### src/rtl/btn_debounce.sv
// Multi-channel push-button debouncer: 2-flop synchronizer plus ZERO/WAIT1/ONE/WAIT0 FSM per channel.
// Define BTN_AUTOREPEAT_EN to add a per-channel auto-repeat tick while a button is held.
module btn_debounce #(
    parameter int N_BTN         = 3,
    parameter int DB_CYCLES     = 2_000_000,
    parameter int REPEAT_CYCLES = 50_000_000
) (
    input  logic             clk,
    input  logic             rst_n,
    input  logic [N_BTN-1:0] btn_raw,
    output logic [N_BTN-1:0] db_level,
    output logic [N_BTN-1:0] db_tick
);

    localparam int CW = $clog2(DB_CYCLES);
    localparam logic [CW-1:0] CNT_MAX = CW'(DB_CYCLES - 1);

    localparam logic [1:0] ZERO  = 2'd0;
    localparam logic [1:0] WAIT1 = 2'd1;
    localparam logic [1:0] ONE   = 2'd2;
    localparam logic [1:0] WAIT0 = 2'd3;

    if (DB_CYCLES < 2 || REPEAT_CYCLES < 2) begin : g_bad_params
        $error("btn_debounce: DB_CYCLES and REPEAT_CYCLES must be 2 or more");
    end

    logic [N_BTN-1:0] sync1;
    logic [N_BTN-1:0] sync2;

    always_ff @(posedge clk or negedge rst_n) begin
        if (!rst_n) begin
            sync1 <= '0;
            sync2 <= '0;
        end else begin
            sync1 <= btn_raw;
            sync2 <= sync1;
        end
    end

    for (genvar i = 0; i < N_BTN; i++) begin : g_ch
        logic [1:0]    state;
        logic [1:0]    state_nx;
        logic [CW-1:0] cnt;
        logic [CW-1:0] cnt_nx;
        logic          press;
        logic          tick_nx;
        logic          level_q;
        logic          tick_q;

        // Increment only below CNT_MAX, so the counter saturates rather than wraps.
        always_comb begin
            state_nx = state;
            cnt_nx   = cnt;
            press    = 1'b0;
            case (state)
                ZERO: begin
                    if (sync2[i]) begin
                        state_nx = WAIT1;
                        cnt_nx   = '0;
                    end
                end
                WAIT1: begin
                    if (!sync2[i]) begin
                        state_nx = ZERO;
                    end else if (cnt == CNT_MAX) begin
                        state_nx = ONE;
                        press    = 1'b1;
                    end else begin
                        cnt_nx = cnt + 1'b1;
                    end
                end
                ONE: begin
                    if (!sync2[i]) begin
                        state_nx = WAIT0;
                        cnt_nx   = '0;
                    end
                end
                WAIT0: begin
                    if (sync2[i]) begin
                        state_nx = ONE;
                    end else if (cnt == CNT_MAX) begin
                        state_nx = ZERO;
                    end else begin
                        cnt_nx = cnt + 1'b1;
                    end
                end
                default: state_nx = ZERO;
            endcase
        end

`ifdef BTN_AUTOREPEAT_EN
        localparam int RW = $clog2(REPEAT_CYCLES);
        localparam logic [RW-1:0] RPT_MAX = RW'(REPEAT_CYCLES - 1);

        logic [RW-1:0] rpt;
        logic [RW-1:0] rpt_nx;
        logic          rep;

        // Counts only while staying in ONE; entry to or exit from ONE leaves it at zero.
        always_comb begin
            rpt_nx = '0;
            rep    = 1'b0;
            if (state == ONE && state_nx == ONE) begin
                if (rpt == RPT_MAX) begin
                    rep = 1'b1;
                end else begin
                    rpt_nx = rpt + 1'b1;
                end
            end
        end

        always_ff @(posedge clk or negedge rst_n) begin
            if (!rst_n) rpt <= '0;
            else        rpt <= rpt_nx;
        end

        assign tick_nx = press | rep;
`else
        assign tick_nx = press;
`endif

        always_ff @(posedge clk or negedge rst_n) begin
            if (!rst_n) begin
                state   <= ZERO;
                cnt     <= '0;
                level_q <= 1'b0;
                tick_q  <= 1'b0;
            end else begin
                state   <= state_nx;
                cnt     <= cnt_nx;
                level_q <= (state_nx == ONE) || (state_nx == WAIT0);
                tick_q  <= tick_nx;
            end
        end

        assign db_level[i] = level_q;
        assign db_tick[i]  = tick_q;
    end

endmodule

### config.mk
export PLATFORM = sky130hd
export DESIGN_NAME = btn_debounce
export DESIGN_NICKNAME = d
export VERILOG_FILES = /design/src/rtl/btn_debounce.sv
export SDC_FILE = /design/constraint.sdc
export NUM_CORES = 1
export LEC_CHECK = 0
export ABC_AREA = 1
export BUFFER_PORTS_ARGS = -buffer_cell sky130_fd_sc_hd__buf_2
export CAP_MARGIN = 10
export CORE_UTILIZATION = 60
export DETAILED_ROUTE_END_ITERATION = 12
export PLACE_DENSITY_LB_ADDON = 0.12
export SYNTH_ARGS = -nofsm -noshare
export SYNTH_HDL_FRONTEND = slang
export SYNTH_SLANG_ARGS = --single-unit
### constraint.sdc
create_clock -name clk -period 2.3 [get_ports clk]
set_clock_uncertainty 0.05 [all_clocks]
set_input_delay 0 -clock clk [delete_from_list [all_inputs] [get_ports clk]]
set_output_delay 0 -clock clk [all_outputs]
set_load 0.01 [all_outputs]
Yosys cells after proc, flatten, opt, wreduce, memory -nomap -nowiden
Cells that the tools add are included.
- add/subtract/negate cells: 3
- equality and inequality tests: 30
- mux-type cells: 48
- reductions and logical operators: 9
- operators by type and width (operator ; count):
    21-bit 2-to-1 mux ; 15
    21-bit one-hot mux with 4 select lines ; 3
    21-bit by 1-bit adder with 21-bit output, second input constant ; 3
    21-bit equality test, second input constant ; 3
    2-bit 2-to-1 mux ; 18
    2-bit equality test, second input constant ; 12
    2-bit != test, second input constant ; 12
    2-bit one-hot mux with 4 select lines ; 3
    4-bit AND reduction ; 3
    1-bit 2-to-1 mux ; 9
    2-bit by 1-bit equality test with 1-bit output, second input constant ; 3
    2-bit zero test ; 3
    1-bit logical OR ; 3
- register bits: 81
- input port bits: 5
- output and inout port bits: 6
- word-level logic and storage cells: 104

Logic depth before layout (Yosys ltp)
- depth after elaboration: 6
- depth in mapped cells: 11
- depth with buffers taken out: 9

Worst setup path after synthesis
Ideal clock, no wire load.
- kind: register -> register
- from: register g_ch[2].cnt[0]
- to: register g_ch[2].cnt[15]
- setup time: 0.118 ns
- data arrival time: 1.481 ns
- required time: 2.132 ns
- slack: 0.651 ns
- stages on the path, launching flop included: 11
- buffers on the path: 1
- period minus slack after synthesis: 1.649 ns
- cells stage by stage: dfrtp_1 ha_1 nand3_1 nor2_4 nand3_2 nor2_4 nor2_4 clkinv_4 buf_6 nand2_2 o21ai_2
- word-level cells in the longest chain between the ends: 4
- elaborated cells between the ends (all ways): 6
- those cells by class: add/sub: 1; eq/ne: 1; mux: 4
- ends and longest elaborated chain (element ; RTL line ; text):
    start, declared ; 43 ; logic [CW-1:0] cnt;
    start signal, assigned ; 130 ; cnt <= cnt_nx;
    21-bit by 1-bit adder with 21-bit output or 21-bit equality test (tied branches) ; - ;
    21-bit 2-to-1 mux * ; 65, 81 ;
    21-bit 2-to-1 mux (on tied branches) ; 79, 63 ;
    21-bit one-hot mux with 4 select lines * ; 55 ; case (state)
Mark *: on every way between the ends. The rest lies on a longest branch, timed or not. The select of a mux whose other input is x is not followed.
A chain may end at the register's enable or synchronous reset.

Worst setup path after layout
- from: register g_ch[2].cnt[0]
- to: register g_ch[2].cnt[0]
The elaborated chain is that of the path after synthesis.

==> flow_metrics.py <==
metrics = {
    "run_status": {
        "run_status": "finished, final reports clean",
    },
    "cells_and_area": {
        "nNetsFinal": 727,
        "insertedDiodeCount": 0,
        "final_layout_size_suffix_gt1_share_pct": 8.425,
        "instances_no_fill": 826,
        "fillerInstances": 674,
        "area_delta_synth_final_pct": 6.770,
        "final_instance_area_um2": 5229,
    },
    "worst_setup_path": {
        "r2r_cells": 9,
        "timing.critical_path.fanout_max": 15,
        "required_ps": 2500,
        "critPathKind": "register to register",
        "regToRegStartpoint": "g_ch[2].cnt[0]$_DFFE_PN0P_",
        "worstPathArrival_ps": 2150,
        "worstReg2RegEnd": "g_ch[2].cnt[0]$_DFFE_PN0P_",
        "reg2reg_slack_ps": 350,
        "startpoint_type": "register",
        "critPathCaptureType": "register",
        "timing.critical_path.from": "g_ch[2].cnt[0]$_DFFE_PN0P_",
    },
    "synth": {
        "yosys.area_share.xor_xnor_pct": 3.040,
        "synth.net_count": 718,
        "ys.flop_type": "sky130_fd_sc_hd__dfrtp_1",
        "synth_top_family_by_area": "simple AND/OR/NAND/NOR gates",
        "yosys-top-cells-area": "sky130_fd_sc_hd__dfrtp_1 (40%), sky130_fd_sc_hd__nand2_1 (20%), sky130_fd_sc_hd__nor2_1 (7.5%)",
        "netlist-cell-type-count": 31,
        "top_cells_by_count_synth": "sky130_fd_sc_hd__nand2_1 (265), sky130_fd_sc_hd__nor2_1 (98), sky130_fd_sc_hd__dfrtp_1 (79)",
        "netlist_area_um2": 4897,
        "post_synth_top_area_share_pct": 40.37,
        "synth_edf_count": 0,
        "yosys.area.top_type": "sky130_fd_sc_hd__dfrtp_1",
        "post_synth_and_or_nand_nor_area_fraction_pct": 41.77,
        "synthAdderAreaFrac_pct": 0.7665,
        "post_synth.cell_area_avg_um2": 6.897,
        "async_flop_share_pct": 100.0,
        "synth_sequential_area_ratio_pct": 40.37,
        "synth_seq_cells": 79,
        "synthesis.yosys.warnings": 0,
        "synth_cells": 710,
        "area_fraction_in_compound_gates_after_synthesis_pct": 6.745,
        "synthMuxAreaShare_pct": 0,
        "post-synth-top-count-cell": "sky130_fd_sc_hd__nand2_1",
    },
    "sta": {
        "grt_setup_unrepaired": "no",
        "worstMarginPinSlew_ps": 968.3,
        "fin_crit_ps": 1947,
        "finalMaxSlewViolations": 0,
        "setup_viol": 0,
        "max_slew_margin_pct": 35.44,
        "final_min_period_over_clock_period_pct": 84.66,
        "hold_viol_final": 0,
        "fin_tns_setup_ps": 0,
        "maximum_achievable_frequency_mhz": 513.5,
    },
    "power": {
        "totalPowerFinal_uw": 2714,
        "worst_ir_drop_vdd_v": 0.0002825,
        "power.static_leakage_uw": 0.002251,
        "cellPowerDensity_nw_per_um2": 519.1,
    },
    "die": {
        "core_area_um2": 7807,
        "fp.dieW_um": 92.35,
        "design.portCount": 11,
        "fp-row-count": 32,
        "die-height_um": 92.35,
        "initial_core_util_pct": 62.72,
        "dieArea_um2": 8528,
    },
    "route": {
        "drtIter0Drc": 302,
        "via_count": 4500,
        "route.final.wire_length_um": 10540,
        "vias_per_cell": 5.448,
        "firstDrtPassIters": 4,
        "route.antenna.remaining_nets": 0,
        "detail_route.wl_per_cell_um": 12.76,
        "drc": 0,
    },
    "placed_design": {
        "gpl.final_weighted_congestion": 0.9485,
        "detailed_place_hpwl_um": 7475,
        "placed_cell_areas_um2": 4974,
        "port-buffer-count": 10,
        "dpl.cell_count": 806,
    },
    "job": {
        "maxCapViolations": 0,
    },
    "clocking": {
        "post-cts-setup-buffers": 0,
        "cts-htree-levels": 3,
        "tritoncts_num_sinks": 79,
        "numCtsBuffers": 9,
        "cts_tree": "yes",
        "clk_latency_ps": 370,
        "clk_pin_slew_ps": 90,
        "cts_max_path_buffers": 2,
        "cts-hold-fix-buffers": 4,
        "cts.root.buffer_cell": "sky130_fd_sc_hd__clkbuf_8",
        "ctsResizeCount": 0,
    },
    "global_route": {
        "grt_max_degree": 80,
        "grt_antenna_before_repair": 0,
        "grt_pass1_vias": 4371,
        "global_route.overflow_total": 0,
        "grt_first_pass_wirelength_um": 18550,
        "global_route_usage_sum_pct": 27.07,
    },
    "hold_path": {
        "hold_path.startpoint": "btn_raw[2]",
        "worst_hold_path.endpoint": "sync1[2]$_DFF_PN0_",
        "timing.hold.worst.class": "input pin to register",
        "count_of_cells_along_the_worst_hold_path": 2,
    },
}
registers in the layout, indices dropped and copies added, names as in the netlist:
name	flops
g_ch.tick_q	3
sync2	3
g_ch.level_q	3
g_ch.cnt	63
g_ch.state	4
sync1	3
power breakdown:
part           internal, uW  switching (uW)
clock network           570             546
logic                  43.6             112
registers              1410            29.2
critical path, cell delays in order, from the launching register on:
cell and delay (ps):
sky130_fd_sc_hd__dfrtp_1 430, sky130_fd_sc_hd__ha_1 300, sky130_fd_sc_hd__nand3_1 180, sky130_fd_sc_hd__nor2_4 210, sky130_fd_sc_hd__nand3_2 120, sky130_fd_sc_hd__nor2_4 130
sky130_fd_sc_hd__nor2_4 50, sky130_fd_sc_hd__buf_4 200, sky130_fd_sc_hd__nand3_1 70, sky130_fd_sc_hd__o21ai_0 70
metrics by stage:
step	setup WS [ps]	hold WS, ps	utilization, %
floorplan	650.9	-345.6	-
global placement	431.3	59.26	63.70
detailed placement	364.1	60.04	63.70
CTS	358.2	208.8	66.97
global route	184.8	220.1	66.97
finish	352.8	225.9	66.97
placed cells by master (no fill, tap or decap), types with 11 or more instances in the layout:
cell	instances
sky130_fd_sc_hd__nand4_1	26
sky130_fd_sc_hd__inv_1	49
sky130_fd_sc_hd__o21ai_0	37
sky130_fd_sc_hd__nor2_1	98
sky130_fd_sc_hd__nand3_1	59
sky130_fd_sc_hd__xor2_1	15
sky130_fd_sc_hd__nand2_1	265
sky130_fd_sc_hd__dfrtp_1	79
sky130_fd_sc_hd__clkbuf_8	11
cells by family (layout without fill, tap and decap cells):
group / count (synthesis) / count (layout)
AND/OR/NAND/NOR: 476 / 476
flip-flops: 79 / 79
adder cells (fa/ha/maj): 3 / 3
AO/OA/AOI/OAI: 60 / 60
XOR/XNOR: 17 / 17
buffers and inverters: 75 / 89
worst max path at each step:
stage                                   to  slack, ps  depth (start not counted)
6_report        g_ch[2].cnt[0]$_DFFE_PN0P_        350                          9
5_1_grt         g_ch[2].cnt[0]$_DFFE_PN0P_        180                          8
4_1_cts         g_ch[2].cnt[0]$_DFFE_PN0P_        360                          9
3_5_place_dp   g_ch[2].cnt[10]$_DFFE_PN0P_        360                          9
3_3_place_gp    g_ch[2].cnt[0]$_DFFE_PN0P_        430                          9
2_1_floorplan  g_ch[2].cnt[15]$_DFFE_PN0P_        650                         10
layer usage:
layer	vias to the layer above	GRT usage [%]	part of all wire (%)
li1	2284	-	-
met1	2080	34.82	47
met2	115	43.70	46
met3	21	4.762	5.2
met4	0	14.06	2.0
met5	-	0	0
area by class of cell:
type	count	area, um2	share of cell area, %
clock buffers	11	151.4	2.895
clock inverters	5	63.81	1.220
inverters	53	209.0	3.996
multi-input cells	556	2562	49.01
flip-flops and latches	79	1977	37.81
well taps	102	127.6	2.441
repair buffers	20	137.6	2.632
Power figures use the tool's default switching activity.
